$ cat src/rtl/dmem_arbiter_if.sv
// Bus bundle between the data-memory arbiter, its two requesters
// (pipeline port P, loader/debug port E) and the single-ported data memory.
interface dmem_arbiter_if #(
    parameter int ADDR_W = 10,
    parameter int DATA_W = 32
);
    // Port P (pipeline memory stage)
    logic              p_req;
    logic              p_rw;
    logic [ADDR_W-1:0] p_addr;
    logic [DATA_W-1:0] p_wdata;
    logic              p_stall;
    logic              p_ack;
    logic [DATA_W-1:0] p_rdata;

    // Port E (external loader/debug)
    logic              e_req;
    logic              e_rw;
    logic [ADDR_W-1:0] e_addr;
    logic [DATA_W-1:0] e_wdata;
    logic              e_ack;
    logic [DATA_W-1:0] e_rdata;

    // Memory side
    logic [ADDR_W-1:0] mem_addr;
    logic [DATA_W-1:0] mem_din;
    logic              mem_rw;
    logic [DATA_W-1:0] mem_dout;

    logic              busy;

    // Arbiter view
    modport slave (
        input  p_req, p_rw, p_addr, p_wdata,
        input  e_req, e_rw, e_addr, e_wdata,
        input  mem_dout,
        output p_stall, p_ack, p_rdata,
        output e_ack, e_rdata,
        output mem_addr, mem_din, mem_rw,
        output busy
    );

    // Requesters plus memory view
    modport master (
        output p_req, p_rw, p_addr, p_wdata,
        output e_req, e_rw, e_addr, e_wdata,
        output mem_dout,
        input  p_stall, p_ack, p_rdata,
        input  e_ack, e_rdata,
        input  mem_addr, mem_din, mem_rw,
        input  busy
    );
endinterface

$ cat src/rtl/dmem_arbiter.sv
// Shares the single-ported data memory between the pipeline (P) and the
// loader/debug port (E): one grant per cycle, round-robin with a bounded
// burst, ack and read data one cycle after the grant.
module dmem_arbiter #(
    parameter int ADDR_W    = 10,
    parameter int DATA_W    = 32,
    parameter int MAX_BURST = 4
) (
    input  logic           clk,
    input  logic           rst,
    dmem_arbiter_if.slave  bus
);

    typedef enum logic {
        OWN_P = 1'b0,
        OWN_E = 1'b1
    } owner_t;

    localparam logic [3:0] MAX_BURST_C = 4'(MAX_BURST);
    localparam logic [3:0] BURST_SAT   = 4'd15;

    owner_t     last_owner_q, last_owner_d;
    logic [3:0] burst_cnt_q,  burst_cnt_d;
    logic       ack_p_q, ack_p_d;
    logic       ack_e_q, ack_e_d;
    logic       rd_p_q,  rd_p_d;
    logic       rd_e_q,  rd_e_d;

    logic gnt_p;
    logic gnt_e;
    logic owner_prev_granted;

    function automatic logic [3:0] burst_inc(input logic [3:0] cnt);
        return (cnt == BURST_SAT) ? BURST_SAT : cnt + 4'd1;
    endfunction

    // Arbitration state; reset leaves E as last owner so P wins the first tie
    always_ff @(posedge clk or negedge rst) begin
        if (!rst) begin
            last_owner_q <= OWN_E;
            burst_cnt_q  <= 4'd0;
            ack_p_q      <= 1'b0;
            ack_e_q      <= 1'b0;
            rd_p_q       <= 1'b0;
            rd_e_q       <= 1'b0;
        end else begin
            last_owner_q <= last_owner_d;
            burst_cnt_q  <= burst_cnt_d;
            ack_p_q      <= ack_p_d;
            ack_e_q      <= ack_e_d;
            rd_p_q       <= rd_p_d;
            rd_e_q       <= rd_e_d;
        end
    end

    // Grant decision; the last owner keeps a tie only while its burst is running
    always_comb begin
        gnt_p = 1'b0;
        gnt_e = 1'b0;
        owner_prev_granted = (last_owner_q == OWN_P) ? ack_p_q : ack_e_q;
        if (rst) begin
            if (bus.p_req && bus.e_req) begin
                if (owner_prev_granted && (burst_cnt_q < MAX_BURST_C)) begin
                    gnt_p = (last_owner_q == OWN_P);
                    gnt_e = (last_owner_q == OWN_E);
                end else begin
                    gnt_p = (last_owner_q == OWN_E);
                    gnt_e = (last_owner_q == OWN_P);
                end
            end else begin
                gnt_p = bus.p_req;
                gnt_e = bus.e_req;
            end
        end
    end

    // Next state: owner, burst length, and the one-cycle ack/read pipeline
    always_comb begin
        last_owner_d = last_owner_q;
        burst_cnt_d  = 4'd0;
        ack_p_d      = gnt_p;
        ack_e_d      = gnt_e;
        rd_p_d       = gnt_p & ~bus.p_rw;
        rd_e_d       = gnt_e & ~bus.e_rw;
        if (gnt_p) begin
            last_owner_d = OWN_P;
            burst_cnt_d  = ack_p_q ? burst_inc(burst_cnt_q) : 4'd1;
        end else if (gnt_e) begin
            last_owner_d = OWN_E;
            burst_cnt_d  = ack_e_q ? burst_inc(burst_cnt_q) : 4'd1;
        end
    end

    // Memory bus mux and requester-facing outputs
    always_comb begin
        bus.mem_addr = '0;
        bus.mem_din  = '0;
        bus.mem_rw   = 1'b0;
        if (gnt_p) begin
            bus.mem_addr = bus.p_addr;
            bus.mem_din  = bus.p_wdata;
            bus.mem_rw   = bus.p_rw;
        end else if (gnt_e) begin
            bus.mem_addr = bus.e_addr;
            bus.mem_din  = bus.e_wdata;
            bus.mem_rw   = bus.e_rw;
        end
        bus.p_stall = rst & bus.p_req & ~gnt_p;
        bus.p_ack   = ack_p_q;
        bus.e_ack   = ack_e_q;
        bus.p_rdata = (ack_p_q && rd_p_q) ? bus.mem_dout : '0;
        bus.e_rdata = (ack_e_q && rd_e_q) ? bus.mem_dout : '0;
        bus.busy    = gnt_p | gnt_e | ack_p_q | ack_e_q;
    end

endmodule

$ cat src/flat_wrapper.sv
// flat-port wrapper written by rule: the top's interface ports become plain ports
module dmem_arbiter_flat 
#(
    parameter int ADDR_W    = 10,
    parameter int DATA_W    = 32,
    parameter int MAX_BURST = 4
)
  (clk, rst, bus_p_req, bus_p_rw, bus_p_addr, bus_p_wdata, bus_e_req, bus_e_rw, bus_e_addr, bus_e_wdata, bus_mem_dout, bus_p_stall, bus_p_ack, bus_p_rdata, bus_e_ack, bus_e_rdata, bus_mem_addr, bus_mem_din, bus_mem_rw, bus_busy);
  dmem_arbiter_if #(.ADDR_W(ADDR_W), .DATA_W(DATA_W)) bus_i ();
  input  logic clk;
  input  logic rst;
  input wire logic [$bits(bus_i.p_req)-1:0] bus_p_req;
  input wire logic [$bits(bus_i.p_rw)-1:0] bus_p_rw;
  input wire logic [$bits(bus_i.p_addr)-1:0] bus_p_addr;
  input wire logic [$bits(bus_i.p_wdata)-1:0] bus_p_wdata;
  input wire logic [$bits(bus_i.e_req)-1:0] bus_e_req;
  input wire logic [$bits(bus_i.e_rw)-1:0] bus_e_rw;
  input wire logic [$bits(bus_i.e_addr)-1:0] bus_e_addr;
  input wire logic [$bits(bus_i.e_wdata)-1:0] bus_e_wdata;
  input wire logic [$bits(bus_i.mem_dout)-1:0] bus_mem_dout;
  output wire logic [$bits(bus_i.p_stall)-1:0] bus_p_stall;
  output wire logic [$bits(bus_i.p_ack)-1:0] bus_p_ack;
  output wire logic [$bits(bus_i.p_rdata)-1:0] bus_p_rdata;
  output wire logic [$bits(bus_i.e_ack)-1:0] bus_e_ack;
  output wire logic [$bits(bus_i.e_rdata)-1:0] bus_e_rdata;
  output wire logic [$bits(bus_i.mem_addr)-1:0] bus_mem_addr;
  output wire logic [$bits(bus_i.mem_din)-1:0] bus_mem_din;
  output wire logic [$bits(bus_i.mem_rw)-1:0] bus_mem_rw;
  output wire logic [$bits(bus_i.busy)-1:0] bus_busy;
  assign bus_i.p_req = bus_p_req;
  assign bus_i.p_rw = bus_p_rw;
  assign bus_i.p_addr = bus_p_addr;
  assign bus_i.p_wdata = bus_p_wdata;
  assign bus_i.e_req = bus_e_req;
  assign bus_i.e_rw = bus_e_rw;
  assign bus_i.e_addr = bus_e_addr;
  assign bus_i.e_wdata = bus_e_wdata;
  assign bus_i.mem_dout = bus_mem_dout;
  assign bus_p_stall = bus_i.p_stall;
  assign bus_p_ack = bus_i.p_ack;
  assign bus_p_rdata = bus_i.p_rdata;
  assign bus_e_ack = bus_i.e_ack;
  assign bus_e_rdata = bus_i.e_rdata;
  assign bus_mem_addr = bus_i.mem_addr;
  assign bus_mem_din = bus_i.mem_din;
  assign bus_mem_rw = bus_i.mem_rw;
  assign bus_busy = bus_i.busy;
  dmem_arbiter #(.ADDR_W(ADDR_W), .DATA_W(DATA_W), .MAX_BURST(MAX_BURST)) u_core (.clk(clk), .rst(rst), .bus(bus_i));
endmodule
$ cat config.mk
export PLATFORM = sky130hd
export DESIGN_NAME = dmem_arbiter_flat
export DESIGN_NICKNAME = d
export VERILOG_FILES = /design/src/rtl/dmem_arbiter_if.sv /design/src/rtl/dmem_arbiter.sv /design/src/flat_wrapper.sv
export SDC_FILE = /design/constraint.sdc
export NUM_CORES = 1
export LEC_CHECK = 0
export BUFFER_PORTS_ARGS = -buffer_cell sky130_fd_sc_hd__buf_4
export CORE_AREA = 2 2 91 93
export DETAILED_ROUTE_END_ITERATION = 7
export DIE_AREA = 0 0 93 95
export GPL_TIMING_DRIVEN = 0
export HOLD_SLACK_MARGIN = 0.15
export SLEW_MARGIN = 40
export SYNTH_ARGS = -nofsm -noshare
export SYNTH_HDL_FRONTEND = slang
export SYNTH_SLANG_ARGS = --single-unit
$ cat constraint.sdc
create_clock -name clk -period 4.05 [get_ports clk]
set_input_delay 1.0125 -clock clk [delete_from_list [all_inputs] [get_ports clk]]
set_output_delay 1.0125 -clock clk [all_outputs]
set_load 0.02 [all_outputs]
* Yosys cells after proc, flatten, opt, wreduce, memory -nomap -nowiden
Index checks and enable logic that the tools add are counted.
** Storage, ports and cells
- Bits in registers :: 9
- Input port bits :: 122
- Output and inout port bits :: 111
- Word-level logic and storage cells :: 47
** Operators by class
- $add $sub $neg :: 1
- $lt $le $gt $ge :: 1
- Eq/ne operators :: 1
- Multiplexer cells :: 22
- Bitwise logic cells :: 11
- Reductions and logical operators :: 5
** Operator list (count)
- 32-bit two-way mux :: 4
- 10-bit two-way mux :: 2
- 4-bit two-way mux :: 5
- 1-bit two-way mux :: 11
- 4-bit by 1-bit adder with 4-bit output (second input constant) :: 1
- 1-bit AND :: 4
- 4-bit == test (second input constant) :: 1
- 1-bit logical AND :: 4
- 4-bit by 3-bit less-than comparator with 1-bit output (second input constant) :: 1
- 1-bit NOT :: 4
- 1-bit OR :: 3
- 2-bit nonzero test :: 1

* Logic depth before layout (Yosys ltp)
- Word-level depth :: 8
- Depth in mapped cells :: 5

* Worst setup path after synthesis
No wires, ideal clock.
- Kind :: input-to-output
- Start :: in bus_e_req
- End :: out bus_mem_addr[2]
- Data arrival time :: 2.067 ns
- Data required time :: 3.038 ns
- Path slack :: 0.971 ns
- Stages on the path :: 5
- Buffers on the path :: 2
- Cell sequence :: and4bb_2 > a221oi_2 > buf_2 > buf_6 > a32o_1
** Between the ends
- Cells in the longest elaborated chain, start to end :: 5
** Ends and longest elaborated chain
- start: declaration :: line flat_wrapper.sv:16 : input wire logic [$bits(bus_i.e_req)-1:0] bus_e_req;
- 1-bit logical AND :: line dmem_arbiter.sv:62 : if (bus.p_req && bus.e_req) begin
- 1-bit two-way mux :: line dmem_arbiter.sv:62
- 1-bit two-way mux :: line dmem_arbiter.sv:61 : if (rst) begin
- 10-bit two-way mux :: line dmem_arbiter.sv:103 : end else if (gnt_e) begin
- 10-bit two-way mux * :: line dmem_arbiter.sv:99 : if (gnt_p) begin
- end: declaration :: line flat_wrapper.sv:26 : output wire logic [$bits(bus_i.mem_addr)-1:0] bus_mem_addr;
Every way passes the cells marked *; elsewhere a longest branch is shown, timed or not.

* Worst setup path after layout
- Start :: in bus_e_req
- End :: out bus_mem_addr[4]
The elaborated chain is that of the path after synthesis.

==> metrics.csv <==
metric;value;unit
status;finished clean;
diodes;0;
cts-root-buf;clkbuf_8;
critical_path_class;in2out;
start_kind;input pin;
grt_pass1_wl;12300;um
place_area;0.00340;sq mm
async_flop_share;1.00;
synth_edf_count;0;
ys.flop_type;dfrtp_1;
wl_per_cell;16.2;um
hold_path_class;reg2reg;
final_util;0.434;
clockPowerShare;0.182;
path_cells;buf_4 -> and4bb_2 -> a221oi_2 -> buf_2 -> buf_6 -> a32o_1 -> buf_4;
die_area;0.00884;sq mm
hpwlAfterDp;6970;um
pre_cts_ws;0.591;ns
synth_cell_types;35;
rrSetupSlack;2.21;ns
p_int;0.359;mW
reg2reg_depth;5;
finalHoldViolCount;0;
num_vias;2622;
regToRegEndpoint;u_core.burst_cnt_q[0];
clk_pin_slew;0.04;ns
layout_common_cells;232 x buf_4, 64 x and3_1, 44 x a32o_1;
synth_nets;310;
syn2layout_area_growth;126;%
cts_tree;yes;
finalSetupTns;0;ns
layout.cells.non_filler;528;
postLayoutCellArea;0.00344;sq mm
r2r-start;u_core.burst_cnt_q[3];
drt_iter0_markers;172;
cp.arrival;2.44;ns
cts_htree_levels;1;
fin_crit;3.45;ns
crit_start;bus_e_req;
fin_crit_sh;0.852;
p_switching;0.223;mW
synthCells;187;
whs_path_depth;2;
relSlewSlack;0.693;
crit_slowest_cell;buf_2;
fin_nets;547;
max_freq;290;MHz
grt_max_degree;17;
leakage;1.98;nW
drcViolationCount;0;
crit_fanout;10;
swShare;0.383;
detail_route.vias_per_cell;4.97;
io_pins;233;
hold_end;u_core.last_owner_q;
worst_pin_slew;0.461;ns
ys_seq_area_frac;0.149;
powerDensity;169;mW/mm^2
drt_pass1_iterations;4;
synth.avg_cell_area;8.15;sq um
start_util;0.192;
drt-total-wl;8570;um
ys_ff_latch;9;
coreArea;0.00793;sq mm
yosysWarnings;0;
layout_commonest_cell;buf_4;
cts.sinks;9;
clock_path_buffers;2;
end_kind;output pin;
port_buffers;232;
critPathMaxStageDelay;0.30;ns
cts_made_buffers;3;
hold_start;u_core.last_owner_q;
rows;33;
die_x;93;um
combinationalPowerShare;0.638;
worstSkewPairLatency;0.24;ns
final_antenna_net_count;0;
gp_congestion;0.758;
rsz0062_at_grt;false;
first_global_vias;2376;
die_h;95;um
dp_cells;524;
ir_drop;0.0909;mV
skew;0.00286;ns
cp.required;3.04;ns
cts_resized;0;
crit_path_frequent_cell;buf_4;
worst_slack;0.599;ns
drive_gt1_frac;0.600;
grt-ovfl-total;0;
seqPwrFrac;0.180;
setup_violations;0;
drv_cap;0;
track_usage;0.174;
slew_violations;0;
antenna_found_initial;0;
postCtsHoldBufs;0;
postCtsSetupRepairBufs;0;
synth_area;0.00152;sq mm
[how the worst max path moves through the flow]
| stage | cells past startpoint | end | slack, ns |
|---|---|---|---|
| global route | 7 | bus_mem_din[16] | 0.47 |
| CTS | 7 | bus_mem_din[16] | 0.58 |
| floorplan | 5 | bus_mem_addr[2] | 0.97 |
| detailed placement | 7 | bus_mem_din[16] | 0.59 |
| finish | 7 | bus_mem_addr[4] | 0.60 |
| global placement | 7 | bus_mem_din[16] | 0.56 |
[metal layers]
layer | part of all wire | vias up | global-route usage
li1 | - | 1246 | -
met1 | 0.37 | 1206 | 0.196
met2 | 0.51 | 161 | 0.322
met3 | 0.098 | 9 | 0.0423
met4 | 0.017 | 0 | 0.0539
met5 | 0 | - | 0
[worst max-delay path, delay by kind of cell]
kind | cells | cell delay [ns]
buffers and inverters | 4 | 0.77
AOI/OAI and AO/OA | 2 | 0.41
and+or+nand+nor | 1 | 0.25
[Yosys cell counts, types with 2 or more instances]
cell,instances,area [sq um]
a31oi_1,2,12.5
and2_1,2,12.5
inv_1,3,11.3
nor2b_1,2,12.5
nand3_1,6,30.0
a32o_1,44,440
clkbuf_1,14,52.6
buf_6,4,45.0
buf_8,4,60.1
a21oi_1,2,10.0
and3_1,64,400
buf_2,5,25.0
nand2_1,3,11.3
dfrtp_1,8,200
nor2_1,4,15.0
[metrics by stage]
stage               total power [mW]  hold WS [ns]
floorplan                      0.285         0.485
global placement               0.475         0.509
finish                         0.583         0.526
CTS                            0.588         0.528
global route                   0.619         0.573
detailed placement             0.478         0.523
[cell type report]
cell class                 instances  area (sq um)
timing repair buffer             232          1740
clock buffer                       4          45.0
fill                             801          4490
inverter                           3          11.3
sequential                         9           226
buffer                            29           191
multi-input combinational        146          1090
tap                              105           131
[power groups by stage]
stage	logic [mW]	registers, mW	clock network (mW)
final	0.372	0.105	0.106
after global routing	0.399	0.106	0.113
after CTS	0.374	0.104	0.109
after detailed placement	0.373	0.106	0
after global placement	0.369	0.105	0
after floorplan	0.179	0.105	0
[state kept, by name, indices dropped and copies added (netlist names)]
name / flops
u_core.rd_p_q: 1
u_core.last_owner_q: 1
u_core.bus.e_ack: 1
u_core.bus.p_ack: 1
u_core.burst_cnt_q: 4
u_core.rd_e_q: 1
[logic make-up (layout without fill, tap and decap cells)]
family	Yosys count	after routing	synth area share
flops	9	9	0.149
buf+inv	32	268	0.133
fa+ha+maj	1	1	0.00821
simple gates	88	88	0.356
compound gates	57	57	0.355
Power figures use the tool's default switching activity.
